==> src/rtl/controlador_medicao_andar.sv <==
// ============================================================================
// controlador_medicao_andar
//
// Control unit for the HC-SR04 floor-measurement datapath. While `ligar` is
// high it repeats this cycle: clear, trigger, wait for the echo, register the
// reading, compare it, then wait for the interval. A floor is published on
// `andar_estavel` only after N_CONFIRMA consecutive equal readings.
// MAX_FALHAS consecutive failed measurements (timeout or out of range) latch
// `erro` until `ligar` drops.
//
// Parameters:
//   TIMEOUT     clocks allowed in ESPERA for fim_medida
//   N_CONFIRMA  consecutive identical readings needed to publish a floor
//   MAX_FALHAS  consecutive failures that force ERRO
//
// Ports:
//   clock, reset          system clock; synchronous active-high reset
//   ligar                 1 = run periodic measurement, 0 = return to idle
//   fim_medida, fim       echo finished / distance counter overflow
//   fim_loop              inter-measurement interval elapsed
//   andar[1:0]            floor decoded from the current measurement
//   zera, gera            clear datapath / start trigger pulse
//   registra, inicia_loop load distance register / enable interval counter
//   andar_estavel[1:0]    last confirmed floor
//   andar_valido          andar_estavel is valid
//   novo_andar            1-cycle pulse when a new or first floor is published
//   erro                  sensor failure latched
//   db_estado[3:0]        current state code (only with DB_ESTADO_EN defined)
//
// Optional feature: define DB_ESTADO_EN to add the db_estado debug port.
// ============================================================================
module controlador_medicao_andar #(
   parameter int unsigned TIMEOUT    = 1500000,
   parameter int unsigned N_CONFIRMA = 3,
   parameter int unsigned MAX_FALHAS = 4
) (
   input  logic       clock,
   input  logic       reset,
   input  logic       ligar,
   input  logic       fim_medida,
   input  logic       fim,
   input  logic       fim_loop,
   input  logic [1:0] andar,
   output logic       zera,
   output logic       gera,
   output logic       registra,
   output logic       inicia_loop,
   output logic [1:0] andar_estavel,
   output logic       andar_valido,
   output logic       novo_andar,
   output logic       erro
`ifdef DB_ESTADO_EN
   ,
   output logic [3:0] db_estado
`endif
);

   localparam int unsigned TimerW  = (TIMEOUT > 1) ? $clog2(TIMEOUT) : 1;
   localparam int unsigned ConfW   = $clog2(N_CONFIRMA + 1);
   localparam int unsigned FalhasW = $clog2(MAX_FALHAS + 1);

   localparam logic [TimerW-1:0]  TimerMax  = TimerW'(TIMEOUT - 1);
   localparam logic [ConfW-1:0]   ConfMax   = ConfW'(N_CONFIRMA);
   localparam logic [FalhasW-1:0] FalhasMax = FalhasW'(MAX_FALHAS);

`ifdef DB_ESTADO_EN
   typedef enum logic [3:0] {
      StInicial  = 4'd0,
      StPrepara  = 4'd1,
      StEnvia    = 4'd2,
      StEspera   = 4'd3,
      StArmazena = 4'd4,
      StCompara  = 4'd5,
      StFalha    = 4'd6,
      StAguarda  = 4'd7,
      StErro     = 4'd8
   } estado_t;
`else
   typedef enum logic [3:0] {
      StInicial,
      StPrepara,
      StEnvia,
      StEspera,
      StArmazena,
      StCompara,
      StFalha,
      StAguarda,
      StErro
   } estado_t;
`endif

   estado_t              estado;
   logic [TimerW-1:0]    timer;
   logic [1:0]           ultimo_andar;
   logic [ConfW-1:0]     conf_cnt;
   logic [FalhasW-1:0]   falhas;

   logic [ConfW-1:0]     conf_prox;
   logic [FalhasW-1:0]   falhas_prox;

   // Saturating next values used by COMPARA and FALHA.
   always_comb begin
      conf_prox   = ConfW'(1);
      falhas_prox = FalhasMax;
      if (andar == ultimo_andar) begin
         conf_prox = (conf_cnt >= ConfMax) ? ConfMax : conf_cnt + ConfW'(1);
      end
      if (falhas < FalhasMax) begin
         falhas_prox = falhas + FalhasW'(1);
      end
   end

   always_ff @(posedge clock) begin
      if (reset) begin
         estado        <= StInicial;
         timer         <= '0;
         ultimo_andar  <= 2'b00;
         conf_cnt      <= '0;
         falhas        <= '0;
         zera          <= 1'b0;
         gera          <= 1'b0;
         registra      <= 1'b0;
         inicia_loop   <= 1'b0;
         andar_estavel <= 2'b00;
         andar_valido  <= 1'b0;
         novo_andar    <= 1'b0;
         erro          <= 1'b0;
      end else begin
         // Strobes are registered: each is set on the edge entering its state.
         zera        <= 1'b0;
         gera        <= 1'b0;
         registra    <= 1'b0;
         inicia_loop <= 1'b0;
         novo_andar  <= 1'b0;

         if (!ligar && (estado != StInicial)) begin
            // Stopping keeps the last published floor but drops its validity.
            estado       <= StInicial;
            andar_valido <= 1'b0;
            conf_cnt     <= '0;
            falhas       <= '0;
            erro         <= 1'b0;
         end else begin
            case (estado)
               StInicial: begin
                  if (ligar) begin
                     estado <= StPrepara;
                     zera   <= 1'b1;
                  end
               end
               StPrepara: begin
                  timer  <= '0;
                  estado <= StEnvia;
                  gera   <= 1'b1;
               end
               StEnvia: begin
                  estado <= StEspera;
               end
               StEspera: begin
                  // fim_medida has priority over a simultaneous timeout.
                  if (fim_medida) begin
                     if (fim) begin
                        estado <= StFalha;
                     end else begin
                        estado   <= StArmazena;
                        registra <= 1'b1;
                     end
                  end else if (timer == TimerMax) begin
                     estado <= StFalha;
                  end else begin
                     timer <= timer + TimerW'(1);
                  end
               end
               StArmazena: begin
                  falhas <= '0;
                  estado <= StCompara;
               end
               StCompara: begin
                  ultimo_andar <= andar;
                  conf_cnt     <= conf_prox;
                  if (conf_prox == ConfMax) begin
                     andar_estavel <= andar;
                     andar_valido  <= 1'b1;
                     novo_andar    <= !andar_valido || (andar != andar_estavel);
                  end
                  estado      <= StAguarda;
                  inicia_loop <= 1'b1;
               end
               StFalha: begin
                  falhas   <= falhas_prox;
                  conf_cnt <= '0;
                  if (falhas_prox == FalhasMax) begin
                     estado       <= StErro;
                     erro         <= 1'b1;
                     andar_valido <= 1'b0;
                  end else begin
                     estado      <= StAguarda;
                     inicia_loop <= 1'b1;
                  end
               end
               StAguarda: begin
                  if (fim_loop) begin
                     estado <= StPrepara;
                     zera   <= 1'b1;
                  end else begin
                     inicia_loop <= 1'b1;
                  end
               end
               StErro: begin
                  // Held until ligar drops.
                  estado <= StErro;
               end
               default: begin
                  estado <= StInicial;
               end
            endcase
         end
      end
   end

`ifdef DB_ESTADO_EN
   assign db_estado = estado;
`endif

endmodule

==> config.mk <==
export PLATFORM = sky130hd
export DESIGN_NAME = controlador_medicao_andar
export DESIGN_NICKNAME = d
export VERILOG_FILES = /design/src/rtl/controlador_medicao_andar.sv
export SDC_FILE = /design/constraint.sdc
export NUM_CORES = 1
export LEC_CHECK = 0
export BUFFER_PORTS_ARGS = -buffer_cell sky130_fd_sc_hd__buf_2
export CORE_MARGIN = 2
export CORE_UTILIZATION = 64
export DETAILED_ROUTE_END_ITERATION = 6
export PLACE_DENSITY = 0.84
export SLEW_MARGIN = 20
export SYNTH_ARGS = -nofsm -noshare
export SYNTH_HDL_FRONTEND = slang
export SYNTH_SLANG_ARGS = --single-unit
==> constraint.sdc <==
create_clock -name clock -period 4.7 [get_ports clock]
set_input_delay 0.235 -clock clock [delete_from_list [all_inputs] [get_ports clock]]
set_output_delay 0.235 -clock clock [all_outputs]
set_load 0.005 [all_outputs]
Yosys cells after proc, flatten, opt, wreduce, memory -nomap -nowiden
Index checks and enable logic that the tools add are counted.
{ "op_classes": {"n_lt_le_gt_ge": 2, "n_eq_ne": 20, "n_reduce_logical": 18, "addsub": 3, "muxes": 26, "n_bitwise": 5} }
{ "ops": {"columns": ["operator", "count"], "rows": [
  ["21-bit two-way mux", 2],
  ["21-bit case mux with 2 select lines", 1],
  ["4-bit case mux with 9 select lines", 1],
  ["21-bit by 1-bit adder with 21-bit output, second input constant", 1],
  ["21-bit equality test, second input constant", 1],
  ["4-bit two-way mux", 5],
  ["4-bit by 3-bit equality test with 1-bit output, second input constant", 4],
  ["2-bit inequality test, second input constant", 6],
  ["3-bit AND reduction", 3],
  ["4-bit by 2-bit equality test with 1-bit output, second input constant", 2],
  ["1-bit two-way mux", 8],
  ["4-bit OR reduction", 2],
  ["2-bit two-way mux", 3],
  ["3-bit case mux with 2 select lines", 1],
  ["2-bit nonzero test", 3],
  ["1-bit inverter", 5],
  ["4-bit by 1-bit equality test with 1-bit output, second input constant", 1],
  ["4-bit equality test, second input constant", 1],
  ["4-bit logical NOT", 1],
  ["1-bit case mux with 2 select lines", 2],
  ["2-bit case mux with 2 select lines", 1],
  ["2-bit AND reduction", 2],
  ["4-bit AND reduction", 1],
  ["4-bit nonzero test", 1],
  ["other kinds (15)", 16]
]} }
{ "totals": {"ff_bits": 41, "elab_cells": 87, "in_bits": 8} }

Logic depth before layout (Yosys ltp)
{ "depth": {"ltp_word": 6, "mapped_depth": 7} }

Worst setup path after synthesis
OpenSTA, ideal clock, no wires.
{ "synth_timing": {"path_type": "register -> register", "startpoint": "register timer[16]", "endpoint": "register timer[2]", "synth_period_minus_slack_ns": 2.271, "stages_incl_launch_ff": 7, "t_arrival_ns": 2.139, "path_slack_ns": 2.429, "required_time_ns": 4.568, "setup_ns": 0.132, "path_cell_list": "dfxtp_1 or4_1 or4_4 o311a_4 buf_6 a21oi_1 nor3_2"} }
{ "synth_via": {"elab_chain_cells": 3} }
{ "synth_lines": {"columns": ["item", "line", "source"], "rows": [
  ["from (decl)", "93", "logic [TimerW-1:0] timer;"],
  ["from (signal assigned)", "171", "timer <= timer + TimerW'(1);"],
  ["21-bit equality test", "168", "end else if (timer == TimerMax) begin"],
  ["2-bit inequality test (no line)", null, null],
  ["4-bit AND reduction (no line)", null, null]
]} }
No other way between the ends.
A chain may end at the register's enable or synchronous reset.

Final worst setup path
{ "layout_timing": {"startpoint": "register timer[7]", "endpoint": "register timer[14]"} }
{ "layout_via": {"elab_chain_cells": 4, "elab_cells_between_ends": 7} }
{ "layout_lines": {"columns": ["item", "line", "source"], "rows": [
  ["21-bit by 1-bit adder with 21-bit output", "171", null],
  ["21-bit two-way mux", "168", null],
  ["21-bit two-way mux", "161", "if (fim_medida) begin"],
  ["21-bit case mux with 2 select lines", "144", "case (estado)"]
]} }
Parallel ways exist; a longest one is shown, timed or not. The select of a mux whose other input is x is not followed.

==> results by group <==
Synth
  – EDFF count, synth: 0
  – Mean cell area of the mapped netlist: between 8 and 9 sq um
  – Fraction of registers with async set or reset after synthesis: 0%
  – Area fraction in compound gates after synthesis: a little over a quarter
  – Basic-gate share of the synthesized area counting and, or, nand and nor cells: between 20 and 30%
  – FF+latch count, synth: approximately 40
  – Largest family of logic cells by synthesized area: simple AND/OR/NAND/NOR gates
  – Total standard cell area after synthesis: roughly 2200 sq um
  – Synth Area in XOR/XNOR: 1.56%
  – Number of standard cells after synthesis: between 200 and 300
  – Yosys cell types: 55
  – Sequential share of the synthesized area: a little over a third
  – Mux cell area share after synthesis: approximately 1.8%
  – Main synth FF type: sky130_fd_sc_hd__dfxtp_1
  – Syn Nets: between 200 and 300
  – Fraction of the mapped netlist area in adder cells: 1.11%
  – Yosys warns: 0

Clock network
  – Source-to-sink clock delay at the later pin of the worst-skew pair: about 0.36 ns
  – PostCTS Resize Cnt: 0
  – Cts-stage hold buffer count: 0
  – Number of buffers created by CTS: 5
  – Clock-pin slew on the worst setup and hold paths: roughly 0.12 ns
  – Clock buffer depth: 2
  – Clock tree from TritonCTS: built
  – Buffers inserted during post-CTS setup optimization: 0
  – CTS sink cnt: 41
  – Clock tree root buffer cell: sky130_fd_sc_hd__clkbuf_4
  – H-tree levels: 2

Worst setup path
  – Endpoint required time on the critical path: 4.96 ns
  – Slowest library cell on the worst path: sky130_fd_sc_hd__o31ai_4
  – Nature of the critical path endpoint: flip-flop
  – Critical path data arrival time: approximately 3.0 ns
  – Critical path cell sequence: or4_1 -> or4_4 -> o31ai_4 -> nor4_1 -> o221a_2
  – Largest incremental delay on the critical path: 0.71 ns
  – Sort of element at the start of the critical path: flip-flop
  – Worst Path Class, Setup: reg -> reg
  – Critical-path maximum fanout: 15

Global route
  – Maximum number of pins on one net before global-route repair: 25
  – Total global routing track utilization: 28.1%
  – GRT Residual Overflow: 0
  – Number of global-route vias before repair: 1974
  – Initial antenna violation count: 0
  – Global-route wire length before repair: 9080 microns

Floorplan
  – Die Span Y: 63.2 microns
  – Horizontal extent of the die: approximately 63 microns
  – Starting Density: between 60% and 70%
  – IO Pins: 17
  – Total number of placement rows: 21
  – Standard cell core area: ~3400 sq um
  – Floorplan die area: 4000 sq um

Cells and area
  – Filler cell count in the final layout: around 290
  – Area growth from synthesis to layout: 6.30%
  – Most common library cell in the layout ignoring fill and taps: sky130_fd_sc_hd__dfxtp_1
  – Highest-count cells in the layout ignoring fill and taps: sky130_fd_sc_hd__dfxtp_1, sky130_fd_sc_hd__nand2_1, sky130_fd_sc_hd__nor2_1
  – Total area of sequential cells: 821 sq um
  – Share of post-route cells with drive strength above 1: about 14%
  – Total area of multi-input combinational cells: about 1300 sq um
  – Final cell utilization of the core: between 70% and 80%
  – Count of nets after finishing: 292
  – Antenna diodes: 0

Power
  – Worst vdd rail ir drop: ~140 uV
  – Cell internal pwr: roughly 0.00045 W
  – Part of the total power dissipated in sequential elements: roughly three fifths
  – Proportion of power drawn by the clock network: about a third
  – Leakage power summed over all cells: between 0.7 and 0.8 nW
  – Power density of the placed cells: roughly 250 nW/um^2
  – Sw Share: about a quarter
  – P_sw: between 0.00015 and 0.0002 W
  – Logic pwr share: under 10%

Placed design
  – Number of buffer cells added on primary ports: 16
  – Final Wtd Congestion: just over 0.9
  – Dpl hpwl: approximately 3400 microns

STA
  – RSZ-0062 raised after global routing: no
  – Post-Route Setup TNS: 0 ns
  – Max Clock Freq: about 370 MHz
  – Count of endpoints failing hold in the final timing report: 0
  – Setup-failing EPs final: 0
  – Layout Skew: about 0.0054 ns
  – Number of max-slew violations in the final report: 0
  – Max_slew headroom: 39.3%
  – Actual slew at the worst max-slew pin: ~0.90 ns
  – Min cycle time layout: 2.69 ns
  – Post-route clock period utilization: a little under three fifths

Drt
  – DRC violations left: 0
  – Aggregate routed wire length: just over 5000 microns
  – Via density per instance: between 6 and 7
  – Vias post-DR: 2145
  – Number of DRC markers in iteration 0: roughly 240
  – Average detailed-routed wire length per instance: 15.7 microns
  – Count of TritonRoute iterations in the first routing pass: 6
  – Residual antenna-violating net count after detailed routing: 0

Outcome
  – Result of the run: complete, no violations

Hold path
  – HP Class: in -> reg

Run
  – # Max-Cap Violations: 0
worst max-delay path, delay by kind of cell, from the launching register on:
kind / cells / cell delay (ns)
AND/OR/NAND/NOR: 3 / 1.23
AO/OA/AOI/OAI: 2 / 0.98
flip-flops: 1 / 0.37
cell usage after synthesis, types with 4 or more instances:
library cell / count / area, sq um
sky130_fd_sc_hd__inv_1: 8 / 30.0
sky130_fd_sc_hd__mux2i_1: 4 / 40.0
sky130_fd_sc_hd__nand3_1: 10 / 50.1
sky130_fd_sc_hd__o21ai_0: 13 / 65.1
sky130_fd_sc_hd__nor2_1: 23 / 86.3
sky130_fd_sc_hd__dfxtp_1: 41 / 821
sky130_fd_sc_hd__o311ai_1: 5 / 43.8
sky130_fd_sc_hd__a21oi_1: 21 / 105
sky130_fd_sc_hd__nor2b_1: 5 / 31.3
sky130_fd_sc_hd__clkbuf_1: 13 / 48.8
sky130_fd_sc_hd__nand2_1: 24 / 90.1
sky130_fd_sc_hd__xnor2_1: 4 / 35.0
sky130_fd_sc_hd__nor4_1: 5 / 31.3
sky130_fd_sc_hd__nand4_1: 11 / 68.8
sky130_fd_sc_hd__a31oi_1: 5 / 31.3
sky130_fd_sc_hd__a311oi_1: 7 / 61.3
sky130_fd_sc_hd__nand3b_1: 4 / 30.0
sky130_fd_sc_hd__o31ai_1: 5 / 37.5
sky130_fd_sc_hd__nand2b_1: 5 / 31.3
sky130_fd_sc_hd__nor3_1: 13 / 65.1
power by group through the flow:
stage | logic (W) | registers [W] | clock network (W)
finish | 0.0000466 | 0.000357 | 0.000205
global route | 0.0000517 | 0.000358 | 0.000224
floorplan | 0.0000364 | 0.000360 | 0
CTS | 0.0000460 | 0.000357 | 0.000209
detailed placement | 0.0000457 | 0.000365 | 0
global placement | 0.0000452 | 0.000364 | 0
metrics by stage:
stage	power (W)	cells	hold WS, ns	cell area (sq um)	setup WS, ns
floorplan	0.000396	274	0.375	2250	2.43
finish	0.000608	329	0.136	2390	2.01
detailed placement	0.000410	321	0.437	2320	2.07
global placement	0.000410	321	0.437	2320	2.11
CTS	0.000611	329	0.132	2390	2.02
global route	0.000634	329	0.140	2390	1.84
routing by layer:
metal	part of all wire [%]	track usage (%)	up-vias
met4	1.4	10.3	0
li1	-	-	1057
met2	44	43.0	95
met5	0	0	-
met1	47	38.9	986
met3	7.9	6.61	7
cells by family after synthesis:
logic type | count (synthesis)
AOI/OAI and AO/OA | 81
muxes | 4
xor gates and xnor gates | 4
and+or+nand+nor | 117
buffers and inverters | 25
adders and majority gates | 2
DFF | 41
flip-flops by register name (all words and copies together), names as in the netlist:
name           count
zera               1
erro               1
falhas             3
ultimo_andar       2
gera               1
novo_andar         1
andar_valido       1
andar_estavel      2
timer             21
registra           1
conf_cnt           2
estado             4
inicia_loop        1
worst paths after layout:
kind / depth (start not counted) / slack (ns) / startpoint / endpoint
max: 5 / 2.01 / timer[7] / timer[14]
min: 3 / 0.14 / fim / registra
max reg2reg: 5 / 2.01 / timer[7] / timer[14]
min reg2reg: 2 / 0.45 / erro / erro
area by class of cell:
type | count | share of cell area, %
clock inverters | 1 | 0.210
well taps | 46 | 2.41
inverters | 8 | 1.26
repair buffers | 18 | 3.98
multi-input cells | 208 | 55.0
clock buffers | 7 | 2.73
flip-flops and latches | 41 | 34.4
(Power assumes the default switching activity.)
